**src/rtl/fc_argmax_reader.sv**
```systemverilog
// fc_argmax_reader: scans the final FC layer's output cells and reports the index of the largest one.
//
// Reads BCK_CELL signed 16-bit words from BASE_ADDR.. over a fixed-latency
// read port, tracks the running maximum (lowest index wins ties) and presents
// the winning class on a valid/ready port.
//
// Optional build macro: ARGMAX_SCORE_OUT_EN adds the max_score output port.
//
// Ports:
//   clk        system clock, rising edge
//   reset_n    asynchronous active-low reset
//   start      run request pulse, honoured only in IDLE
//   rd_en      read request valid
//   rd_addr    read address (BASE_ADDR + cell index)
//   rd_data    read data, two's complement, RD_LAT cycles after the request
//   busy       high whenever the block is not IDLE
//   out_valid  result valid (HOLD state)
//   out_ready  consumer accepts the result
//   class_idx  index of the maximum cell
//   max_score  value of the maximum cell (ARGMAX_SCORE_OUT_EN only)
module fc_argmax_reader #(
    parameter int          BCK_CELL  = 5,
    parameter logic [15:0] BASE_ADDR = 16'h0000,
    parameter int          RD_LAT    = 1
) (
    input  logic        clk,
    input  logic        reset_n,
    input  logic        start,
    output logic        rd_en,
    output logic [15:0] rd_addr,
    input  logic [15:0] rd_data,
    output logic        busy,
    output logic        out_valid,
    input  logic        out_ready,
    output logic [7:0]  class_idx
`ifdef ARGMAX_SCORE_OUT_EN
    ,
    output logic [15:0] max_score
`endif
);

    localparam logic [1:0] IDLE  = 2'd0;
    localparam logic [1:0] READ  = 2'd1;
    localparam logic [1:0] DRAIN = 2'd2;
    localparam logic [1:0] HOLD  = 2'd3;

    localparam logic [7:0] LAST = 8'(BCK_CELL - 1);

    logic [1:0]  state_q, state_d;
    logic [7:0]  cnt_q, cnt_d;
    logic        rd_en_q, rd_en_d;
    logic [15:0] rd_addr_q, rd_addr_d;
    logic        best_vld_q, best_vld_d;
    logic [7:0]  best_idx_q, best_idx_d;
    logic [15:0] best_val_q, best_val_d;
    logic [7:0]  class_q, class_d;
`ifdef ARGMAX_SCORE_OUT_EN
    logic [15:0] score_q, score_d;
`endif

    // Delay line: tags each request with its cell index so the returning
    // word can be matched RD_LAT cycles later.
    logic [RD_LAT-1:0] tag_vld_q;
    logic [7:0]        tag_idx_q [RD_LAT];

    logic        tag_vld;
    logic [7:0]  tag_idx;
    logic        take;
    logic        last_ret;
    logic [7:0]  nxt_idx;
    logic [15:0] nxt_val;

    always_comb begin
        tag_vld  = tag_vld_q[RD_LAT-1];
        tag_idx  = tag_idx_q[RD_LAT-1];
        // Strictly greater keeps the earlier (lower) index on ties.
        take     = tag_vld && (!best_vld_q || ($signed(rd_data) > $signed(best_val_q)));
        nxt_idx  = take ? tag_idx : best_idx_q;
        nxt_val  = take ? rd_data : best_val_q;
        last_ret = tag_vld && (tag_idx == LAST);
    end

    always_comb begin
        state_d    = state_q;
        cnt_d      = cnt_q;
        rd_en_d    = rd_en_q;
        rd_addr_d  = rd_addr_q;
        best_vld_d = best_vld_q | tag_vld;
        best_idx_d = nxt_idx;
        best_val_d = nxt_val;
        class_d    = class_q;
`ifdef ARGMAX_SCORE_OUT_EN
        score_d    = score_q;
`endif
        case (state_q)
            IDLE: begin
                cnt_d      = 8'd0;
                best_vld_d = 1'b0;
                if (start) begin
                    state_d   = READ;
                    rd_en_d   = 1'b1;
                    rd_addr_d = BASE_ADDR;
                end
            end
            READ: begin
                if (cnt_q == LAST) begin
                    state_d = DRAIN;
                    rd_en_d = 1'b0;
                end else begin
                    cnt_d     = cnt_q + 8'd1;
                    rd_addr_d = BASE_ADDR + {8'd0, cnt_q} + 16'd1;
                end
            end
            DRAIN: begin
                // The edge sampling the last cell also publishes the result.
                if (last_ret) begin
                    state_d = HOLD;
                    class_d = nxt_idx;
`ifdef ARGMAX_SCORE_OUT_EN
                    score_d = nxt_val;
`endif
                end
            end
            default: begin
                if (out_ready) state_d = IDLE;
            end
        endcase
    end

    always_ff @(posedge clk or negedge reset_n) begin
        if (!reset_n) begin
            state_q    <= IDLE;
            cnt_q      <= 8'd0;
            rd_en_q    <= 1'b0;
            rd_addr_q  <= BASE_ADDR;
            best_vld_q <= 1'b0;
            best_idx_q <= 8'd0;
            best_val_q <= 16'd0;
            class_q    <= 8'd0;
`ifdef ARGMAX_SCORE_OUT_EN
            score_q    <= 16'd0;
`endif
            tag_vld_q  <= '0;
            for (int i = 0; i < RD_LAT; i++) tag_idx_q[i] <= 8'd0;
        end else begin
            state_q    <= state_d;
            cnt_q      <= cnt_d;
            rd_en_q    <= rd_en_d;
            rd_addr_q  <= rd_addr_d;
            best_vld_q <= best_vld_d;
            best_idx_q <= best_idx_d;
            best_val_q <= best_val_d;
            class_q    <= class_d;
`ifdef ARGMAX_SCORE_OUT_EN
            score_q    <= score_d;
`endif
            tag_vld_q[0] <= rd_en_q;
            tag_idx_q[0] <= cnt_q;
            for (int i = 1; i < RD_LAT; i++) begin
                tag_vld_q[i] <= tag_vld_q[i-1];
                tag_idx_q[i] <= tag_idx_q[i-1];
            end
        end
    end

    assign rd_en     = rd_en_q;
    assign rd_addr   = rd_addr_q;
    assign busy      = (state_q != IDLE);
    assign out_valid = (state_q == HOLD);
    assign class_idx = class_q;
`ifdef ARGMAX_SCORE_OUT_EN
    assign max_score = score_q;
`endif

endmodule

```
**config.mk**
```make
export PLATFORM = sky130hd
export DESIGN_NAME = fc_argmax_reader
export DESIGN_NICKNAME = d
export VERILOG_FILES = /design/src/rtl/fc_argmax_reader.sv
export SDC_FILE = /design/constraint.sdc
export NUM_CORES = 1
export LEC_CHECK = 0
export ABC_AREA = 0
export CORE_UTILIZATION = 49
export CTS_CLUSTER_DIAMETER = 80
export CTS_CLUSTER_SIZE = 40
export DETAILED_ROUTE_END_ITERATION = 7
export GPL_ROUTABILITY_DRIVEN = 0
export PLACE_DENSITY_LB_ADDON = 0.15
export SLEW_MARGIN = 20
export SYNTH_ARGS = -nofsm -noshare
export SYNTH_HDL_FRONTEND = slang
export SYNTH_SLANG_ARGS = --single-unit
export TNS_END_PERCENT = 5
```
**constraint.sdc**
```tcl
create_clock -name clk -period 2.1 [get_ports clk]
set_input_delay 0.21 -clock clk [delete_from_list [all_inputs] [get_ports clk]]
set_output_delay 0.21 -clock clk [all_outputs]
set_load 0.005 [all_outputs]
```
==> metrics.csv, run 1 <==
stage,metric,value,unit
hold_path,Worst Hold Class,in -> async,
route,Routed Antenna Nets,0,
timing,final cycle utilization of the critical path,110,%
timing,final setup fails,32,
worst_setup_path,Critical Path Start Type,flop,
cts,CTS Buf Count,9,
finish,final net count,378,
timing,endpoints failing hold,0,
global_route,first-pass GRT wire length,9.34,mm
status,failing checks,setup timing,
floorplan,# rows,28,
worst_setup_path,r2r startpoint,best_val_q[13],
timing,Final Slew Violations,0,
route,WL final,5.61,mm
synthesis,count of cell types in the netlist,48,
synthesis,Avg Inst Size Synth,11.7,sq um
finish,multi-input logic area,0.00145,sq mm
worst_setup_path,crit end category,flop,
floorplan,Initial Util,52.1,%
timing,skew final,0.0125,ns
cts,Root Buffer,clkbuf_8,
worst_setup_path,reg2reg setup slack,-0.20,ns
synthesis,Cells after Synth,271,
power,total power,4.89,mW
cts,clock slew at reported path FFs,0.07,ns
finish,ratio of cells with drive above 1 in the final layout,24.6,%
timing,setup slack after layout,-0.204,ns
route,WL per Instance,13.6,microns
global_route,GRT Util Overall,18.8,%
timing,Max Fclk,0.434,GHz
cts,CTS tree,built,
floorplan,Die Width,82.5,microns
global_route,largest net degree at the start of global routing,25,
timing,Slew @ Worst Pin,0.540,ns
run,Max Cap Violations,0,
route,DRC viols,0,
synthesis,sequential area share after synthesis,48.9,%
cts,Sink Count,62,
floorplan,Core ar.,0.00610,sq mm
finish,sequential cell area,0.00155,sq mm
power,PD cells,1240,mW/mm^2
route,Via Count,2097,
worst_setup_path,crit path launch,best_val_q[13],
status,status,"complete, but fails checks",
worst_setup_path,worst r2r path cells,9,
placement,Post-DP HPWL,4.12,mm
placement,I/O Buffers,39,
synthesis,Yosys warnings,0,
power,peak supply drop,755,uV
placement,placed inst area,0.00373,sq mm
floorplan,die area,0.00680,sq mm
power,P_leak,1.99,nW
floorplan,Die H,82.5,microns
placement,pre-CTS WS,-0.527,ns
finish,Final Cell Area,0.00396,sq mm
synthesis,"EDFF count, synth",0,
timing,setup TNS,-5.43,ns
cts,H-tree depth,3,
worst_setup_path,CP endpoint,best_val_q[14],
global_route,global route total overflow,0,
worst_setup_path,Worst Path Arrival,2.53,ns
cts,clock latency on the worst-skew pair,0.33,ns
timing,RSZ-0062 raised after global routing,yes,
synthesis,cell area after synthesis,0.00317,sq mm
global_route,vias in the first global route,2076,
synthesis,Yosys reg bits,62,
floorplan,IO Pins,47,
global_route,antenna violations before repair,0,
synthesis,async set-reset flop share out of synthesis,100,%
worst_setup_path,worst endpoint required time,2.32,ns
route,Iter 0 DRT Violations,68,
finish,filler instances,488,
finish,area grow syn2layout,24.6,%
worst_setup_path,critical setup path kind,reg -> reg,
timing,normalized max-slew margin,64.0,%
cts,Longest Clk Path Bufs,2,
worst_setup_path,worst flop-to-flop path endpoint,best_val_q[14],
route,TritonRoute pass-1 iters,4,
synthesis,"Primary FF master, synth",dfrtp_1,
worst_setup_path,Worst Path Max Fanout,10,
route,DR vias/cell,5.08,
finish,number of diodes,0,
timing,Final min period,2.30,ns
through the flow:
| stage | hold WS, ns | instances | util [%] |
|---|---|---|---|
| finish | 0.399 | 413 | 64.9 |
| global route | 0.453 | 413 | 64.9 |
| CTS | 0.387 | 410 | 64.2 |
| detailed placement | 0.216 | 395 | 61.1 |
| global placement | 0.209 | 395 | 61.1 |
| floorplan | -0.0856 | 277 | - |
cell usage in the layout, fill, tap and decap left out, types with 2 or more instances in the layout:
master           synthesis  layout
dfrtp_1                 62      61
clkdlybuf4s50_1          0      38
nand2_1                 32      31
mux2_4                  22      22
inv_1                   23      21
ha_1                    23      21
buf_4                    7      20
clkbuf_8                 0      10
nor2b_1                  9       9
o21ai_0                  9       9
nor2_1                   8       8
a31o_2                   7       7
conb_1                   1       7
nand3_1                  6       6
a21oi_1                  5       5
a21o_1                   4       4
mux2_2                   4       4
xor2_1                   3       3
xnor2_1                  3       3
inv_2                    0       2
o211ai_1                 2       2
nand4_1                  2       2
and3_1                   2       2
nor4b_1                  2       2
nand2b_1                 2       2
and2_1                   2       2
o31ai_1                  2       2
nor3_1                   2       2
ha_4                     0       2
clkinvlp_4               0       2
clkinv_2                 0       2
buf_12                   2       2
flip-flops by register name (all words and copies together), names as in the netlist:
name        flops
cnt_q           8
best_val_q     16
rd_addr         9
best_vld_q      1
class_idx       8
tag_idx         8
best_idx_q      8
state_q         2
rd_en           1
tag_vld         1
layout make-up:
type / count / share of cell area, %
Clock inverter: 4 / 0.633
Inverter: 23 / 2.18
Sequential cell: 62 / 39.3
Multi-Input combinational cell: 176 / 36.6
Clock buffer: 10 / 3.48
Timing Repair Buffer: 63 / 15.4
Tap cell: 75 / 2.37
Yosys cell counts (2+ instances only):
cell       n  area [sq um]
dfrtp_1   62          1550
nand2_1   32           120
ha_1      23           288
inv_1     23          86.3
mux2_4    22           330
nor2b_1    9          56.3
o21ai_0    9          45.0
nor2_1     8          30.0
a31o_2     7          61.3
buf_4      7          52.6
nand3_1    6          30.0
a21oi_1    5          25.0
a21o_1     4          30.0
mux2_2     4          45.0
xnor2_1    3          26.3
xor2_1     3          26.3
and2_1     2          12.5
and3_1     2          12.5
buf_12     2          40.0
buf_2      2          10.0
buf_6      2          22.5
clkbuf_1   2          7.51
nand2b_1   2          12.5
nand4_1    2          12.5
nor3_1     2          10.0
nor4b_1    2          17.5
o211ai_1   2          15.0
o31ai_1    2          15.0
cells by family (layout without fill, tap and decap cells):
| logic type | after synthesis | after routing | share of synthesized area [%] |
|---|---|---|---|
| simple gates | 73 | 73 | 11.7 |
| flops | 62 | 62 | 48.9 |
| compound gates | 41 | 41 | 9.66 |
| buf+inv | 39 | 100 | 7.06 |
| mux | 26 | 26 | 11.8 |
| fa+ha+maj | 23 | 23 | 9.07 |
| xor+xnor | 6 | 6 | 1.66 |
| other cells | 1 | 7 | 0.118 |
critical path, stage by stage (launching register included):
cell and delay, ns:
dfrtp_1 0.39, inv_2 0.07, ha_4 0.19, a21o_1 0.16
a2111oi_2 0.30, o21ai_1 0.11, o31a_1 0.35, nand2_4 0.15
buf_12 0.16, mux2_4 0.31
power by group:
part	leakage [nW]	internal (mW)	switching [mW]	total [mW]
clock network	0.0800	0.442	0.434	0.875
logic	1.10	1.30	1.01	2.31
registers	0.809	1.49	0.207	1.70
total	1.99	3.23	1.65	4.89
metal layers:
metal / up-vias / share of wire, % / track usage [%]
met5: - / 0 / 0
met4: 0 / 2.2 / 10.0
met3: 11 / 3.6 / 5.05
met2: 45 / 46 / 28.3
met1: 1001 / 48 / 24.6
li1: 1040 / - / -
timing repair:
| item | CTS | global route |
|---|---|---|
| cloned | 0 | 1 |
| hold buffers | 1 | 0 |
| setup buffers | 0 | 2 |
| endpoints found under the setup margin | 32 | 33 |
| gates resized for setup | 1 | 3 |
| hold endpoints to repair | 22 | 0 |
worst min path at each step:
stage / start / end / slack (ns)
final: reset_n / best_val_q[9] / 0.40
after global routing: reset_n / best_val_q[9] / 0.45
after CTS: reset_n / best_val_q[9] / 0.39
after detailed placement: reset_n / best_val_q[9] / 0.22
after global placement: reset_n / best_val_q[8] / 0.21
after floorplan: reset_n / best_idx_q[0] / -0.09
Note: power is estimated with default switching activity, not from simulation.
==> run 2, diff against run 1 <==
CORE_MARGIN = 2   (was unset)
CORE_UTILIZATION = 58   (was 49)
REMOVE_ABC_BUFFERS = 1   (was unset)
clock period = 3 ns   (was 2.1 ns; I/O delays follow)
==> run 2 against run 1 <==
  * The run now ends clean
  * Final cell count decreased by 5.1%
  * Clock skew down 0.0062 ns
  * Sequential power down 30%
  * Via count shrank 2.5%
  * Setup slack improved by 0.74 ns
  * Largest cell class unchanged
  * Largest power group unchanged
==> metrics.csv, run 2 (synthesis results as in run 1) <==
stage,metric,value,unit,change
status,status,completed,,"was complete, but fails checks"
global_route,global route total overflow,0,,unchanged
floorplan,Die Width,78.0,microns,was 82.5 microns
power,peak supply drop,538,uV,was 755 uV
hold_path,Min-Delay Endpoint,tag_vld,,
timing,final cycle utilization of the critical path,82.0,%,
global_route,vias in the first global route,2076,,unchanged
global_route,met2 Resource Use GR,31.6,%,was 28.3%
worst_setup_path,worst endpoint required time,3.22,ns,was 2.32 ns
worst_setup_path,crit end category,flop,,unchanged
run,Max Cap Violations,0,,unchanged
cts,CTS Buf Count,9,,unchanged
floorplan,Die H,78.0,microns,was 82.5 microns
global_route,antenna violations before repair,0,,unchanged
floorplan,IO Pins,47,,unchanged
route,DRC viols,0,,unchanged
worst_setup_path,r2r startpoint,best_val_q[13],,unchanged
timing,final setup fails,0,,was 32
route,DR vias/cell,5.22,,was 5.08
placement,Post-DP HPWL,3.94,mm,was 4.12 mm
cts,Sink Count,62,,unchanged
worst_setup_path,critical setup path kind,in -> reg,,was reg -> reg
worst_setup_path,Worst Path Max Fanout,10,,unchanged
cts,clock latency on the worst-skew pair,0.33,ns,about the same
worst_setup_path,reg2reg setup slack,0.58,ns,was -0.20 ns
floorplan,Core ar.,0.00520,sq mm,was 0.00610 sq mm
cts,Longest Clk Path Bufs,2,,unchanged
timing,RSZ-0062 raised after global routing,no,,was yes
timing,setup TNS,0,ns,was -5.43 ns
timing,normalized max-slew margin,59.1,%,was 64.0%
cts,H-tree depth,3,,unchanged
finish,number of diodes,0,,unchanged
hold_path,Worst Hold Class,reg -> reg,,was in -> async
global_route,GRT Max-Usage Layer,met2,,unchanged
finish,max FFs per register,16,,unchanged
finish,area grow syn2layout,20.5,%,was 24.6%
finish,"commonest non-fill, non-tap cell in the layout",dfrtp_1,,unchanged
finish,filler instances,370,,was 488
worst_setup_path,Worst Path Arrival,2.68,ns,was 2.53 ns
hold_path,Min-Delay Path Depth,0,,
timing,Final Slew Violations,0,,unchanged
timing,Slew @ Worst Pin,0.614,ns,was 0.540 ns
global_route,met1 Usage GRT,28.2,%,was 24.6%
route,WL final,5.44,mm,was 5.61 mm
timing,Final min period,2.46,ns,
power,P_leak,1.93,nW,was 1.99 nW
finish,final net count,360,,was 378
global_route,first-pass GRT wire length,9.64,mm,was 9.34 mm
worst_setup_path,worst r2r path cells,9,,unchanged
worst_setup_path,worst flop-to-flop path endpoint,best_val_q[3],,was best_val_q[14]
finish,Layout Utilization,73.5,%,was 64.9%
route,WL per Instance,13.9,microns,was 13.6 microns
hold_path,hold wc startpoint,rd_en,,
global_route,largest net degree at the start of global routing,26,,was 25
worst_setup_path,Critical Path Start Type,input port,,was flop
floorplan,Initial Util,61.0,%,was 52.1%
timing,Max Fclk,0.407,GHz,
finish,"Most flops, register",best_val_q,,unchanged
finish,ratio of cells with drive above 1 in the final layout,18.6,%,was 24.6%
cts,CTS tree,built,,unchanged
global_route,grt met3 use,4.19,%,was 5.05%
floorplan,# rows,26,,was 28
power,PD cells,888,mW/mm^2,was 1240 mW/mm^2
cts,clock slew at reported path FFs,0.07,ns,about the same
floorplan,die area,0.00608,sq mm,was 0.00680 sq mm
finish,"commonest cells after routing, fill and taps aside","dfrtp_1, clkdlybuf4s50_1, nand2_1",,unchanged
route,Via Count,2045,,"was 2,097"
route,Routed Antenna Nets,0,,unchanged
global_route,GRT Util Overall,20.4,%,was 18.8%
placement,I/O Buffers,39,,unchanged
cts,Root Buffer,clkbuf_8,,unchanged
route,Iter 0 DRT Violations,65,,was 68
route,TritonRoute pass-1 iters,4,,unchanged
timing,skew final,0.00625,ns,was 0.0125 ns
timing,endpoints failing hold,0,,unchanged
-- run 2: area by class of cell --
cell class	instances	area, sq um	share of cell area, %
clock buffer	13	169	4.41
clock inverter	3	65.1	1.70
inverter	23	86.3	2.26
multi-input combinational	176	1420	37.1
sequential	62	1550	40.5
tap	70	87.6	2.29
timing repair buffer	45	445	11.6
-- run 2: what timing repair did --
| action | 4_1_cts | 5_1_grt |
|---|---|---|
| hold buffers | 1 | 0 |
| resized for setup | 0 | 0 |
| endpoints found under the hold margin | 19 | 0 |
| buffers inserted | 0 | 0 |
-- run 2: layer usage --
metal | part of all wire [%] | vias up
li1 | - | 1016
met2 | 45 | 52
met3 | 4.1 | 8
met1 | 50 | 969
met4 | 1.2 | 0
met5 | 0 | -
-- run 2: power breakdown --
part	total, mW	internal (mW)	switching, mW
Combinational	1.37	0.706	0.664
Clock	0.840	0.535	0.305
Sequential	1.19	1.04	0.144
-- run 2: worst max path at each step --
stage                   startpoint              to  slack (ns)  cells past startpoint
floorplan           best_val_q[13]  best_val_q[12]        0.65                      8
global placement       rd_data[13]   best_idx_q[0]        0.23                      9
detailed placement     rd_data[13]   best_val_q[3]        0.19                      9
CTS                    rd_data[13]   best_val_q[3]        0.55                      9
global route            state_q[0]      rd_addr[4]        0.42                      6
finish                 rd_data[13]   best_val_q[3]        0.54                      9
-- run 2: critical path: stages --
cell and delay [ns]:
clkdlybuf4s50_1 0.43, ha_1 0.32, a21o_1 0.17, a2111oi_2 0.34, o21ai_1 0.11, o31a_1 0.29
nand2_4 0.20, buf_4 0.21, mux2_4 0.31
-- run 2: through the flow --
| step | hold slack (ns) | cells | setup WS (ns) | instance area [sq um] | total power, mW |
|---|---|---|---|---|---|
| finish | 0.438 | 392 | 0.540 | 3830 | 3.40 |
| global route | 0.456 | 392 | 0.423 | 3830 | 3.63 |
| CTS | 0.433 | 392 | 0.546 | 3830 | 3.42 |
| detailed placement | 0.280 | 375 | 0.186 | 3580 | 2.57 |
| global placement | 0.280 | 375 | 0.229 | 3580 | 2.52 |
| floorplan | 0.00441 | 261 | 0.654 | 3060 | 2.15 |
